[src/rtl/inst_dy_pkg.sv]
// -----------------------------------------------------------------------------
// inst_dy_pkg
// Shared definitions for the DY instruct byte serialiser: FSM state encoding,
// word/byte geometry and the effective-length helper.
// -----------------------------------------------------------------------------
package inst_dy_pkg;

  localparam int DY_WORD_BYTES = 16;
  localparam int DY_BYTE_W     = 8;
  localparam int DY_WORD_W     = DY_WORD_BYTES * DY_BYTE_W;
  localparam int DY_IDX_W      = 4;   // byte index 0..15
  localparam int DY_LEN_W      = 5;   // effective length 0..16
  localparam int DY_GAP_W      = 8;   // idle gap counter 0..255

  typedef enum logic [1:0] {
    ST_IDLE = 2'd0,
    ST_SEND = 2'd1,
    ST_CSUM = 2'd2,
    ST_GAP  = 2'd3
  } dy_state_t;

  // Lengths beyond one word are clipped to the word size.
  function automatic logic [DY_LEN_W-1:0] dy_len_eff(input logic [15:0] cfg_len);
    if (cfg_len > 16'(DY_WORD_BYTES)) return DY_LEN_W'(DY_WORD_BYTES);
    else                              return cfg_len[DY_LEN_W-1:0];
  endfunction

endpackage

[src/rtl/inst_dy_byte_ser.sv]
// -----------------------------------------------------------------------------
// inst_dy_byte_ser
// Serialises one 128-bit DY instruct word per dy_tx_data_valid strobe into a
// valid/ready byte stream, MSB byte first, with sof/eof markers, busy/drop
// status, a completed-frame counter and a minimum idle gap between frames.
//
// Configuration macro: DY_TX_CHECKSUM_EN
//   defined   : one extra byte (sum mod 256 of the data bytes) closes each
//               frame and carries eof.
//   undefined : eof sits on the last data byte.
//
// Parameters
//   U_DLY     simulation delay for assignments; not modelled in this RTL,
//             kept so existing instantiations still bind.
//   IDLE_GAP  idle cycles after the last byte handshake before a new word
//             can be accepted (0..255).
//
// Ports
//   clk_sys           in   system clock
//   rst               in   asynchronous active-high reset
//   cfg_ins_length    in   instruct length in bytes, sampled at accept
//   dy_tx_data        in   instruct word, byte0 = [127:120]
//   dy_tx_data_valid  in   1-cycle word strobe
//   dy_byte_ready     in   sink ready
//   dy_byte_data      out  byte to DY
//   dy_byte_valid     out  byte valid, held until ready
//   dy_byte_sof       out  first byte of frame
//   dy_byte_eof       out  last byte of frame
//   dy_tx_busy        out  high from accept through end of gap
//   dy_tx_drop        out  1-cycle pulse: strobe ignored
//   dy_frame_cnt      out  completed frames, wrapping
// -----------------------------------------------------------------------------
module inst_dy_byte_ser
  import inst_dy_pkg::*;
#(
  parameter int U_DLY    = 1,
  parameter int IDLE_GAP = 2
) (
  input  logic         clk_sys,
  input  logic         rst,
  input  logic [15:0]  cfg_ins_length,
  input  logic [127:0] dy_tx_data,
  input  logic         dy_tx_data_valid,
  input  logic         dy_byte_ready,
  output logic [7:0]   dy_byte_data,
  output logic         dy_byte_valid,
  output logic         dy_byte_sof,
  output logic         dy_byte_eof,
  output logic         dy_tx_busy,
  output logic         dy_tx_drop,
  output logic [15:0]  dy_frame_cnt
);

`ifdef DY_TX_CHECKSUM_EN
  localparam logic CSUM_EN = 1'b1;
`else
  localparam logic CSUM_EN = 1'b0;
`endif

  // Where a finished frame goes: straight back to IDLE when no gap is
  // requested, otherwise into GAP with the counter preloaded so that GAP
  // lasts exactly IDLE_GAP cycles.
  localparam dy_state_t           ST_AFTER   = (IDLE_GAP == 0) ? ST_IDLE : ST_GAP;
  localparam logic                BUSY_AFTER = (IDLE_GAP != 0);
  localparam logic [DY_GAP_W-1:0] GAP_LOAD   = (IDLE_GAP == 0) ? '0 : DY_GAP_W'(IDLE_GAP - 1);

  dy_state_t               r_state;
  logic [DY_WORD_W-1:0]    r_word;       // bytes still to be presented, MSB first
  logic [DY_LEN_W-1:0]     r_len;
  logic [DY_IDX_W-1:0]     r_idx;        // index of the byte currently presented
  logic [DY_BYTE_W-1:0]    r_csum;       // sum of data bytes already handshaked
  logic [DY_GAP_W-1:0]     r_gap;
  logic [DY_BYTE_W-1:0]    r_byte_data;
  logic                    r_byte_valid;
  logic                    r_sof;
  logic                    r_eof;
  logic                    r_busy;
  logic                    r_drop;
  logic [15:0]             r_frame_cnt;

  logic [DY_LEN_W-1:0]     w_len_eff;
  logic                    w_hs;
  logic                    w_last_data;
  logic                    w_next_is_last;

  assign w_len_eff      = dy_len_eff(cfg_ins_length);
  assign w_hs           = r_byte_valid & dy_byte_ready;
  assign w_last_data    = (({1'b0, r_idx} + DY_LEN_W'(1)) == r_len);
  assign w_next_is_last = (({1'b0, r_idx} + DY_LEN_W'(2)) == r_len);

  // NOTE: every register here is updated with <= so all branches see the
  // pre-edge values; mixing in blocking writes would make later branches
  // read half-updated state.
  always_ff @(posedge clk_sys or posedge rst) begin
    if (rst) begin
      // NOTE: the word register is reset too: it is only 128 flops, not a
      // RAM, and a clean reset keeps stale instruct bytes off the bus.
      r_state      <= ST_IDLE;
      r_word       <= '0;
      r_len        <= '0;
      r_idx        <= '0;
      r_csum       <= '0;
      r_gap        <= '0;
      r_byte_data  <= '0;
      r_byte_valid <= 1'b0;
      r_sof        <= 1'b0;
      r_eof        <= 1'b0;
      r_busy       <= 1'b0;
      r_drop       <= 1'b0;
      r_frame_cnt  <= '0;
    end else begin
      r_drop <= 1'b0;
      case (r_state)
        ST_IDLE: begin
          if (dy_tx_data_valid) begin
            if (w_len_eff != '0) begin
              // Byte0 goes out directly; the rest is kept pre-shifted.
              r_byte_data  <= dy_tx_data[127:120];
              r_word       <= dy_tx_data << DY_BYTE_W;
              r_len        <= w_len_eff;
              r_idx        <= '0;
              r_csum       <= '0;
              r_byte_valid <= 1'b1;
              r_sof        <= 1'b1;
              r_eof        <= (w_len_eff == DY_LEN_W'(1)) && !CSUM_EN;
              r_busy       <= 1'b1;
              r_state      <= ST_SEND;
            end else begin
              r_drop <= 1'b1;
            end
          end
        end

        ST_SEND: begin
          if (dy_tx_data_valid) r_drop <= 1'b1;
          if (w_hs) begin
            r_csum <= r_csum + r_byte_data;
            if (w_last_data) begin
              r_sof <= 1'b0;
              if (CSUM_EN) begin
                r_byte_data <= r_csum + r_byte_data;
                r_eof       <= 1'b1;
                r_state     <= ST_CSUM;
              end else begin
                r_byte_valid <= 1'b0;
                r_eof        <= 1'b0;
                r_frame_cnt  <= r_frame_cnt + 16'd1;
                r_gap        <= GAP_LOAD;
                r_busy       <= BUSY_AFTER;
                r_state      <= ST_AFTER;
              end
            end else begin
              r_byte_data <= r_word[DY_WORD_W-1 -: DY_BYTE_W];
              r_word      <= r_word << DY_BYTE_W;
              r_idx       <= r_idx + DY_IDX_W'(1);
              r_sof       <= 1'b0;
              r_eof       <= w_next_is_last && !CSUM_EN;
            end
          end
        end

        ST_CSUM: begin
          if (dy_tx_data_valid) r_drop <= 1'b1;
          if (w_hs) begin
            r_byte_valid <= 1'b0;
            r_eof        <= 1'b0;
            r_frame_cnt  <= r_frame_cnt + 16'd1;
            r_gap        <= GAP_LOAD;
            r_busy       <= BUSY_AFTER;
            r_state      <= ST_AFTER;
          end
        end

        ST_GAP: begin
          if (dy_tx_data_valid) r_drop <= 1'b1;
          if (r_gap == '0) begin
            r_busy  <= 1'b0;
            r_state <= ST_IDLE;
          end else begin
            r_gap <= r_gap - DY_GAP_W'(1);
          end
        end

        default: r_state <= ST_IDLE;
      endcase
    end
  end

  assign dy_byte_data  = r_byte_data;
  assign dy_byte_valid = r_byte_valid;
  assign dy_byte_sof   = r_sof;
  assign dy_byte_eof   = r_eof;
  assign dy_tx_busy    = r_busy;
  assign dy_tx_drop    = r_drop;
  assign dy_frame_cnt  = r_frame_cnt;

endmodule

[config.mk]
export PLATFORM = sky130hd
export DESIGN_NAME = inst_dy_byte_ser
export DESIGN_NICKNAME = d
export VERILOG_FILES = /design/src/rtl/inst_dy_pkg.sv /design/src/rtl/inst_dy_byte_ser.sv
export SDC_FILE = /design/constraint.sdc
export NUM_CORES = 1
export LEC_CHECK = 0
export CAP_MARGIN = 20
export CORE_MARGIN = 3
export CORE_UTILIZATION = 55
export DETAILED_ROUTE_END_ITERATION = 10
export HOLD_SLACK_MARGIN = 0.1
export PLACE_DENSITY_LB_ADDON = 0.15
export SYNTH_ARGS = -nofsm -noshare
export SYNTH_HDL_FRONTEND = slang
export SYNTH_SLANG_ARGS = --single-unit
[constraint.sdc]
create_clock -name clk_sys -period 9.9 [get_ports clk_sys]
set_clock_uncertainty 0.15 [all_clocks]
set_input_delay 1.485 -clock clk_sys [delete_from_list [all_inputs] [get_ports clk_sys]]
set_output_delay 1.485 -clock clk_sys [all_outputs]
set_load 0.01 [all_outputs]
After elaboration in Yosys (flattened, before gate mapping)
Cells that the tools add are included.
{"block": "word_totals", "register_bits": 176, "input_bits": 148, "output_inout_bits": 29, "wordCells": 102}
{"block": "op_classes", "n_addsub": 5, "magnitude_cmp": 1, "n_eq_ne": 14, "n_mux": 53, "bitwise_logic": 1, "reduce_logical": 16}
{"cell": "128-bit two-way mux", "count": 4}
{"cell": "128-bit one-hot mux with 2 select lines", "count": 1}
{"cell": "8-bit two-way mux", "count": 8}
{"cell": "16-bit two-way mux", "count": 3}
{"cell": "16-bit one-hot mux with 2 select lines", "count": 1}
{"cell": "8-bit one-hot mux with 3 select lines", "count": 1}
{"cell": "16-bit by 1-bit adder with 16-bit output, second input constant", "count": 1}
{"cell": "16-bit by 5-bit > comparator with 1-bit output, second input constant", "count": 1}
{"cell": "1-bit two-way mux", "count": 16}
{"cell": "4-bit two-way mux", "count": 4}
{"cell": "2-bit inequality test, second input constant", "count": 8}
{"cell": "8-bit one-hot mux with 2 select lines", "count": 1}
{"cell": "5-bit AND reduction", "count": 3}
{"cell": "2-bit two-way mux", "count": 6}
{"cell": "6-bit AND reduction", "count": 2}
{"cell": "5-bit equality test", "count": 2}
{"cell": "8-bit zero test", "count": 1}
{"cell": "2-bit one-hot mux with 4 select lines", "count": 1}
{"cell": "4-bit one-hot mux with 2 select lines", "count": 1}
{"cell": "4-bit AND reduction", "count": 2}
{"cell": "8-bit by 1-bit subtractor with 8-bit output, second input constant", "count": 1}
{"cell": "1-bit one-hot mux with 3 select lines", "count": 2}
{"cell": "3-bit nonzero test", "count": 2}
{"cell": "4-bit by 1-bit adder with 5-bit output, second input constant", "count": 1}
{"cell": "14 further kinds", "count": 17}

Longest topological paths before layout
Gate-level depths: netlist of run 1.
{"block": "logic_depth", "ltp_word": 6, "mapped_depth": 12}

Worst setup path before layout of run 1
No wires, ideal clock.
{"block": "synth_path", "path_kind": "input to register", "from": "input port cfg_ins_length[15]", "to": "register r_word[114]", "t_arrival_ps": 3111, "setup_slack_ps": 6562, "path_stages": 9, "path_buffers": 3, "path_cell_list": "nor4_1 > nand4_1 > a31o_2 > buf_2 > nand2_1 > buf_2 > clkbuf_1 > o22ai_1 > a21oi_1"}
{"block": "synth_between", "elab_chain_len": 5}
{"item": "start, declared", "line": "inst_dy_byte_ser.sv:41", "source": "input logic [15:0] cfg_ins_length,"}
{"item": "16-bit by 5-bit > comparator with 1-bit output", "line": "inst_dy_pkg.sv:24", "source": "if (cfg_len > 16'(DY_WORD_BYTES)) return DY_LEN_W'(DY_WORD_BYTES);"}
{"item": "5-bit two-way mux", "line": "inst_dy_pkg.sv:24"}
{"item": "5-bit nonzero test", "line": "inst_dy_byte_ser.sv:116", "source": "if (w_len_eff != '0) begin"}
{"item": "2-bit inequality test (no source line)"}
{"item": "5-bit AND reduction (no source line)"}
{"item": "end signal, assigned", "line": "inst_dy_byte_ser.sv:119", "source": "r_word <= dy_tx_data << DY_BYTE_W;"}
{"item": "end signal, assigned", "line": "inst_dy_byte_ser.sv:154", "source": "r_word <= r_word << DY_BYTE_W;"}
{"item": "end, declared", "line": "inst_dy_byte_ser.sv:68", "source": "logic [DY_WORD_W-1:0] r_word;"}
Every way passes these cells.
A chain may end at the register's enable or synchronous reset.

Worst setup path after layout of run 1
{"block": "layout_path", "from": "register r_state[1]", "to": "register r_word[119]"}
{"block": "layout_between", "elab_chain_len": 3, "elab_cells_between_ends": 9, "classes_between": "5 x eq/ne; 1 x mux; 3 x reduce/logical"}
{"item": "start, declared", "line": "inst_dy_byte_ser.sv:67", "source": "dy_state_t r_state;"}
{"item": "start signal, assigned", "line": "inst_dy_byte_ser.sv:98", "source": "r_state <= ST_IDLE;"}
{"item": "start signal, assigned", "line": "inst_dy_byte_ser.sv:127", "source": "r_state <= ST_SEND;"}
{"item": "start signal, assigned", "line": "inst_dy_byte_ser.sv:143", "source": "r_state <= ST_CSUM;"}
{"item": "2-bit by 1-bit equality test with 1-bit output or 2-bit zero test (tied branches)", "line": "inst_dy_byte_ser.sv:113", "source": "case (r_state)"}
{"item": "2-bit inequality test (no source line) or 2-bit nonzero test (tied branches)"}
{"item": "5-bit AND reduction (no source line)"}
Several ways; a longest one is shown, not always the timed one.

==> metrics list, run 1 <==
* Largest fanout on the critical path: 64
* Pin count of the biggest net entering global routing: between 80 and 90
- Final setup vio count: 0
- Number of hold violations in the final report: 0
* Instance area after placement: 9620 sq um
- Leakage power total: 4.37 nW
* Avg Synthesized Cell Area: roughly 11 sq um
- The number of slew-limit violations in the final report was 0.
- The number of nets in the synthesized netlist is between 800 and 900.
* Number of I/O port buffers: 176
- After layout, the minimum clock period comes to 4.94 ns.
- Cell area power density: 137 nW/um^2
* Share of synthesized flip-flops with an asynchronous set or reset: 100%
* Horiz. Die Dim: 125 um
* Number of flip-flops and latches in the synthesized netlist: approximately 170
- Hold Path Class: flop to flop
- The worst register-to-register path begins at r_state[1]$_DFFE_PP0P_.
* Vias per cell: 6.42
* Total setup buffers inserted after CTS: 0
- Arrival @ worst endpoint: 5.05 ns
- Number of flops mapped to enable cells by yosys: 0
- Count of nets after finishing: 1026
- Fillers: 976
- Final weighted congestion in routability-driven placement: 0.821
- For this run the aggregate overflow at the end of global routing stands at 0.
- TritonCTS built the clock tree.
* Worst reg-to-reg setup slack: 4.96 ns
* Post-CTS Hold Buffers: 0
- End point of the most critical hold path: dy_frame_cnt[15]$_DFFE_PP0P_
* Area share of the largest cell type after synthesis: about 54%
* CTS Buffer Depth: 2
* TritonCTS sink count: 168
* Ys Warns: 0
- Core area: 13900 sq um
- Total number of placement rows: 43
- The run finished with clean final reports.
- After routing, the total negative slack on setup checks comes to 0 ns.
* Cell depth of the worst hold path: 1
- Capturing point of the worst reg2reg path: r_word[119]$_DFFE_PP0P_
* Post-route fraction of the period consumed by the critical path: around 50%
* 1st-iter DRT viols: 551
- Quantity of gates resized following cts: 0
* Maximum clock frequency: 203 MHz
- Total clock buffers created by CTS: 17
* Register-to-Register Path Depth: 9
* Number of antenna violations at the first check in global routing: 2
- The worst setup path is launched from a flop.
* Die ar.: 15700 sq um
- Summed over all instances, the cell type with the most area after synthesis is sky130_fd_sc_hd__dfrtp_1.
- Leading cell types by total area after synthesis: sky130_fd_sc_hd__dfrtp_1 (54%), sky130_fd_sc_hd__o22ai_1 (13%), sky130_fd_sc_hd__a2bb2oi_1 (9.4%)
- Initial Utilization: between 50% and 60%
- The first global-routing pass estimated 34.5 mm of wire.
- Crit path max-delay family: buffers and inverters
- For this block, the via count after detailed routing is 6802.
- The die is around 130 um tall.
- Utilization of the core after routing: between 70% and 80%
- Total wire length: 21.3 mm
- Clock Tree Root: sky130_fd_sc_hd__clkbuf_16
- IR analysis of the VDD net gives a maximum drop of 116 uV.
- Across the run, the number of max-cap violations was 0.
- The worst setup path is captured at a flop.
* Fraction of final layout cells sized beyond drive strength 1: under 10%
- Measured against its own limit, the worst slew margin works out to 43.4%.
- Chain of cells forming the critical path: inv_1 -> ha_4 -> clkinv_1 -> nor2_1 -> a31o_4 -> buf_4 -> nand3_2 -> o22ai_1 -> a21oi_1
* Top_reg_cell synth: sky130_fd_sc_hd__dfrtp_1
- Setup repair after global routing missed its margin: false
- Least-Margin Pin Slew: 0.849 ns
- H-tree levels: 4
- Synth unique cells: 52
* Worst hold slack: 0.325 ns
* Hold_sp: dy_frame_cnt[15]$_DFFE_PP0P_
- Post-detail-place hpwl: ~14 mm
- Number of top-level design ports: 177
* Post-synthesis cell area: 7850 sq um
* Routed Antenna Nets: 0
- Largest stage delay on the critical path: 0.75 ns
- Data on the critical path is required at its endpoint by 10.01 ns.
- Clock-pin slew was measured on the worst setup and hold paths at 0.06 ns.
- Synth-to-layout area growth: 30.2%
* Kind of critical path: flop to flop
- Total track usage: 26.8%
- Final non-filler cell area: between 10000 and 15000 sq um
* Proportion of synthesized chip area in sequential cells: 53.6%
- Before antenna repair, the detailed router went through 4 iterations.
- Routed wire per std cell: 20.1 um
* Number of instances in the synthesized netlist: 728
- After detailed routing, the number of remaining DRC violations is 0.
* Later-pin clock latency in the skew report: 0.41 ns
- Via count of the first global-routing pass: ~6.9k
- CP max-delay cell: sky130_fd_sc_hd__nand3_2
* Crit path buffers/inverters: 3
-- registers in the layout, summed over array words and instances (netlist names), 2 cells and up --
| register | cells |
|---|---|
| dy_byte_data | 8 |
| dy_frame_cnt | 16 |
| r_gap | 8 |
| r_idx | 4 |
| r_len | 5 |
| r_state | 2 |
| r_word | 120 |
-- stage by stage --
step	std cells	total power, mW	worst slack [ns]
2_1_floorplan	728	0.722	3.72
4_1_cts	1056	1.41	5.03
5_1_grt	1060	1.45	4.69
3_3_place_gp	1025	0.790	4.92
6_report	1060	1.40	4.96
3_5_place_dp	1025	0.791	4.79
-- where the power goes --
group / leakage [nW] / internal, mW / switching, mW / total, mW
logic: 1.82 / 0.0605 / 0.0324 / 0.0929
clock network: 0.263 / 0.357 / 0.266 / 0.623
registers: 2.29 / 0.687 / 0.0000401 / 0.687
-- cells in the final DEF, fill, tap and decap left out, types with 10 or more instances in the layout --
| master | n |
|---|---|
| sky130_fd_sc_hd__inv_1 | 12 |
| sky130_fd_sc_hd__dfrtp_1 | 168 |
| sky130_fd_sc_hd__o21ai_0 | 13 |
| sky130_fd_sc_hd__clkbuf_16 | 17 |
| sky130_fd_sc_hd__nor2_1 | 13 |
| sky130_fd_sc_hd__nand2_1 | 30 |
| sky130_fd_sc_hd__xnor2_1 | 17 |
| sky130_fd_sc_hd__o22ai_1 | 157 |
| sky130_fd_sc_hd__nand3_1 | 17 |
| sky130_fd_sc_hd__clkdlybuf4s50_1 | 176 |
| sky130_fd_sc_hd__ha_1 | 10 |
| sky130_fd_sc_hd__a2bb2oi_1 | 84 |
| sky130_fd_sc_hd__a21oi_1 | 43 |
-- worst max path at each step --
| stage | end | from | cells past startpoint |
|---|---|---|---|
| 3_3_place_gp | r_word[115]$_DFFE_PP0P_ | cfg_ins_length[0] | 8 |
| 3_5_place_dp | r_word[114]$_DFFE_PP0P_ | cfg_ins_length[0] | 8 |
| 2_1_floorplan | dy_byte_data[0]$_DFFE_PP0P_ | rst | 1 |
| 5_1_grt | r_word[119]$_DFFE_PP0P_ | r_state[1]$_DFFE_PP0P_ | 9 |
| 4_1_cts | r_word[119]$_DFFE_PP0P_ | r_state[1]$_DFFE_PP0P_ | 9 |
| 6_report | r_word[119]$_DFFE_PP0P_ | r_state[1]$_DFFE_PP0P_ | 9 |
-- metal layers --
layer	wire (um)	global-route usage [%]	part of all wire, %	vias to the layer above
met5	9	0	0.042	-
met4	504	9.31	2.4	2
met3	1440	7.30	6.7	48
met2	10400	42.6	49	265
met1	8950	35.7	42	3363
li1	-	-	-	3124
-- Yosys cell counts (all sizes together), types with 2 or more instances --
| cell | n |
|---|---|
| a2111oi | 3 |
| a211o | 5 |
| a21boi | 2 |
| a21oi | 44 |
| a22o | 8 |
| a2bb2oi | 84 |
| a31oi | 3 |
| and2 | 2 |
| and3 | 6 |
| buf | 28 |
| clkbuf | 38 |
| dfrtp | 168 |
| ha | 11 |
| inv | 13 |
| mux2i | 2 |
| nand2 | 31 |
| nand2b | 8 |
| nand3 | 19 |
| nand3b | 3 |
| nand4 | 6 |
| nor2 | 14 |
| nor3 | 5 |
| nor4 | 8 |
| o211ai | 2 |
| o21ai | 14 |
| o221ai | 3 |
| o22ai | 157 |
| o31ai | 2 |
| or4 | 3 |
| xnor2 | 17 |
| xor2 | 7 |
-- final cells by class --
type | count | area (sq um) | area share [%]
multi-input combinational | 480 | 3320 | 32.5
antenna | 1 | 2.50 | 0.0245
sequential | 168 | 4200 | 41.1
tap | 180 | 225 | 2.20
clock buffer | 23 | 468 | 4.58
inverter | 14 | 57.6 | 0.563
clock inverter | 8 | 73.8 | 0.723
timing repair buffer | 186 | 1870 | 18.3
-- cell families after synthesis --
family / share of synthesized area [%]
AO/OA/AOI/OAI: 29.8
flip-flops: 53.6
AND/OR/NAND/NOR: 7.21
buffers and inverters: 4.56
XOR/XNOR: 2.68
adder cells (fa/ha/maj): 1.75
multiplexers: 0.399
Power figures use the tool's default switching activity.
==> run 2, diff against run 1 <==
--- a/config.mk
+++ b/config.mk
@@ -7,7 +7,7 @@
 export LEC_CHECK = 0
 export CAP_MARGIN = 20
 export CORE_MARGIN = 3
-export CORE_UTILIZATION = 55
+export CORE_UTILIZATION = 51
 export DETAILED_ROUTE_END_ITERATION = 10
 export HOLD_SLACK_MARGIN = 0.1
 export PLACE_DENSITY_LB_ADDON = 0.15
==> constraint.sdc (replaced) <==
create_clock -name clk_sys -period 4.8 [get_ports clk_sys]
set_clock_uncertainty 0.15 [all_clocks]
set_input_delay 0.72 -clock clk_sys [delete_from_list [all_inputs] [get_ports clk_sys]]
set_output_delay 0.72 -clock clk_sys [all_outputs]
set_load 0.01 [all_outputs]
==> run 2 against run 1 <==
Effect of this change: highest routed layer is now met4; sequential power grew 110%; setup slack lost 3.7 ns; non-clock buffer count shrank 1; final cell count grew 0.28%; sequential share of layout area shrank 0.23 points; clock power grew 130%; first-iteration DRC count grew 6.9%.
==> metrics list, run 2 (synthesis results as in run 1) <==
* Diodes inserted: 0
* Crit path required time: 4.99 ns
* Crit path buffers/inverters: 1
- Highest-count cells in the layout ignoring fill and taps: sky130_fd_sc_hd__clkdlybuf4s50_1 (176), sky130_fd_sc_hd__dfrtp_1 (168), sky130_fd_sc_hd__o22ai_1 (157)
- Max-cap violations in this run came to 0.
- Post-route fraction of the period consumed by the critical path: 72.7%
- Tracing the worst setup path back leads to its startpoint at r_idx[1]$_DFFE_PP0P_.
- TritonCTS sink count: 168
- The longest clock path from root to sink contains 2 buffers.
* Worst-case vdd ir drop: 233 uV
- At the pin with the least slew margin, the transition time is 1.09 ns.
- After clock tree synthesis, the repair step resized 0 gates.
- Worst-path clk slew: 0.07 ns
* Routed wire per std cell: 20.4 um
- The initial utilization of the core area, before any placement, comes to 53.0%.
- Die ar.: 16900 sq um
- Worst R2R Start: r_idx[1]$_DFFE_PP0P_
- Final weighted congestion in routability-driven placement: 0.887
- Setup repair after global routing missed its margin: false
- Post-detail-place hpwl: about 14 mm
- Core area: 14800 sq um
* Startpoint kind of the worst setup timing path: flop
* Run status: finished, final reports clean
- In this run, post-CTS hold repair placed 0 buffers.
- Chain of cells forming the critical path: ha_1 -> a21boi_0 -> o31ai_2 -> a211o_1 -> nand2_2 -> a21oi_4 -> buf_4 -> a2bb2oi_1
- Following the worst setup path forward leads to its endpoint at r_word[76]$_DFFE_PP0P_.
- The clock network is responsible for 47.3% of the overall power.
- In this run the static leakage power is ~4.4 nW.
* CP max-delay cell: sky130_fd_sc_hd__buf_4
* Worst slack at placement: 1.38 ns
* Fillers: 1105
- From synthesis to final layout, the design area changed by 30.9%.
- For this run, the detailed router's first-pass iteration total came to 5.
- Period minus WS final: 3.49 ns
- Entering global routing, the biggest net connects around 170 pins.
- Kind of critical path: flop to flop
* Worst reg-to-reg setup slack: 1.31 ns
- The number of antenna violations at the first check in global routing is 0.
* Hold Path Class: flop to flop
- First-pass GRT wire length: between 30 and 40 mm
- In this run the power density over the cells is 297 nW/um^2.
* Later-pin clock latency in the skew report: 0.42 ns
- Net Sw Power: 0.632 mW
- Vias: 6758
- Data on the critical path arrives at its endpoint at about 3.7 ns.
- The design draws just over 3 mW.
* Cell count along the critical path: 8
- Setup_tns: 0 ns
- Total number of placement rows: 44
- Global routing finished with a remaining overflow of 0.
- In the post-route analysis, the smallest setup slack over all paths is 1.31 ns.
* Switching share of power: 20.7%
* Crit path max-delay family: compound AO/OA/AOI/OAI gates
* Count of nets after finishing: approximately 1.0k
* Register-to-Register Path Depth: 8
* Most common cell after layout, fill and taps aside: sky130_fd_sc_hd__clkdlybuf4s50_1
* Worst Setup End Kind: flop
- CTS built an H-tree with a depth of 4.
* Fraction of final layout cells sized beyond drive strength 1: 6.14%
- The register with the most flip-flops in the layout has between 100 and 150 of them.
- Measured along the y axis, the die boundary spans 130 um.
- Placed instance count: 1031
- Number of slew-limit violations in the final report: 0
- The endpoint identified for the worst register-to-register timing path is r_word[76]$_DFFE_PP0P_.
* Sequential group share of total power: 46.5%
- Remaining DRCs: 0
- Total track usage: 25.7%
* Via count of the first global-routing pass: 6857
* Total clock buffers created by CTS: 17
* Routed Antenna Nets: 0
- Part of the total power dissipated in combinational logic: 6.2%
* 1st-iter DRT viols: 589
- In this run the tool buffered the top-level ports with 176 buffer cells.
- Final setup vio count: 0
- Clock tree from TritonCTS: built
* Total wire length: 21.6 mm
* Total setup buffers inserted after CTS: 0
- Internal power: 2.42 mW
- Largest fanout on the critical path: 84
- Count of placed standard cells in the final layout, fillers left out: between 1k and 1.5k
* Horiz. Die Dim: 130 um
* Clock Tree Root: sky130_fd_sc_hd__clkbuf_16
* Worst hold slack: 0.316 ns
- More flip-flops sit in one register than any other, and that register is r_word.
* Number of hold violations in the final report: 0
- Largest stage delay on the critical path: 0.69 ns
- Vias per cell: roughly 6.4
* Number of top-level design ports: 177
- Based on the critical path, the design can be clocked at up to 287 MHz.
* Relative slew slack: 27.0%
-- run 2: layout make-up --
class / count / area, sq um / area share, %
Clock buffer: 22 / 484 / 4.71
Clock inverter: 10 / 141 / 1.38
Inverter: 14 / 56.3 / 0.548
Multi-Input combinational cell: 480 / 3320 / 32.3
Sequential cell: 168 / 4200 / 40.9
Tap cell: 184 / 230 / 2.24
Timing Repair Buffer: 185 / 1840 / 17.9
-- run 2: metal layers --
metal / GRT usage (%) / share of wire [%]
met3: 6.59 / 7.0
met1: 35.1 / 43
met4: 6.60 / 0.94
met5: 0 / 0
met2: 41.5 / 49
-- run 2: how the worst min path moves through the flow --
stage                                            start                      endpoint  cells past startpoint
after global placement    dy_frame_cnt[15]$_DFFE_PP0P_  dy_frame_cnt[15]$_DFFE_PP0P_                      1
after CTS                 dy_frame_cnt[15]$_DFFE_PP0P_  dy_frame_cnt[15]$_DFFE_PP0P_                      1
after floorplan                 r_word[13]$_DFFE_PP0P_        r_word[13]$_DFFE_PP0P_                      1
after global routing      dy_frame_cnt[15]$_DFFE_PP0P_  dy_frame_cnt[15]$_DFFE_PP0P_                      1
after detailed placement  dy_frame_cnt[15]$_DFFE_PP0P_  dy_frame_cnt[15]$_DFFE_PP0P_                      1
final                     dy_frame_cnt[15]$_DFFE_PP0P_  dy_frame_cnt[15]$_DFFE_PP0P_                      1
-- run 2: through the flow --
stage	instance area, sq um	util, %
2_1_floorplan	7850	-
4_1_cts	10300	69.4
5_1_grt	10300	69.4
3_5_place_dp	9650	65.2
3_3_place_gp	9650	65.2
6_report	10300	69.4
-- run 2: power by group through the flow --
| stage | Sequential, mW | Clock, mW | Combinational, mW |
|---|---|---|---|
| 6_report | 1.42 | 1.44 | 0.189 |
| 5_1_grt | 1.42 | 1.52 | 0.203 |
| 4_1_cts | 1.42 | 1.46 | 0.191 |
| 3_5_place_dp | 1.44 | 0 | 0.189 |
| 3_3_place_gp | 1.44 | 0 | 0.188 |
| 2_1_floorplan | 1.44 | 0 | 0.0460 |
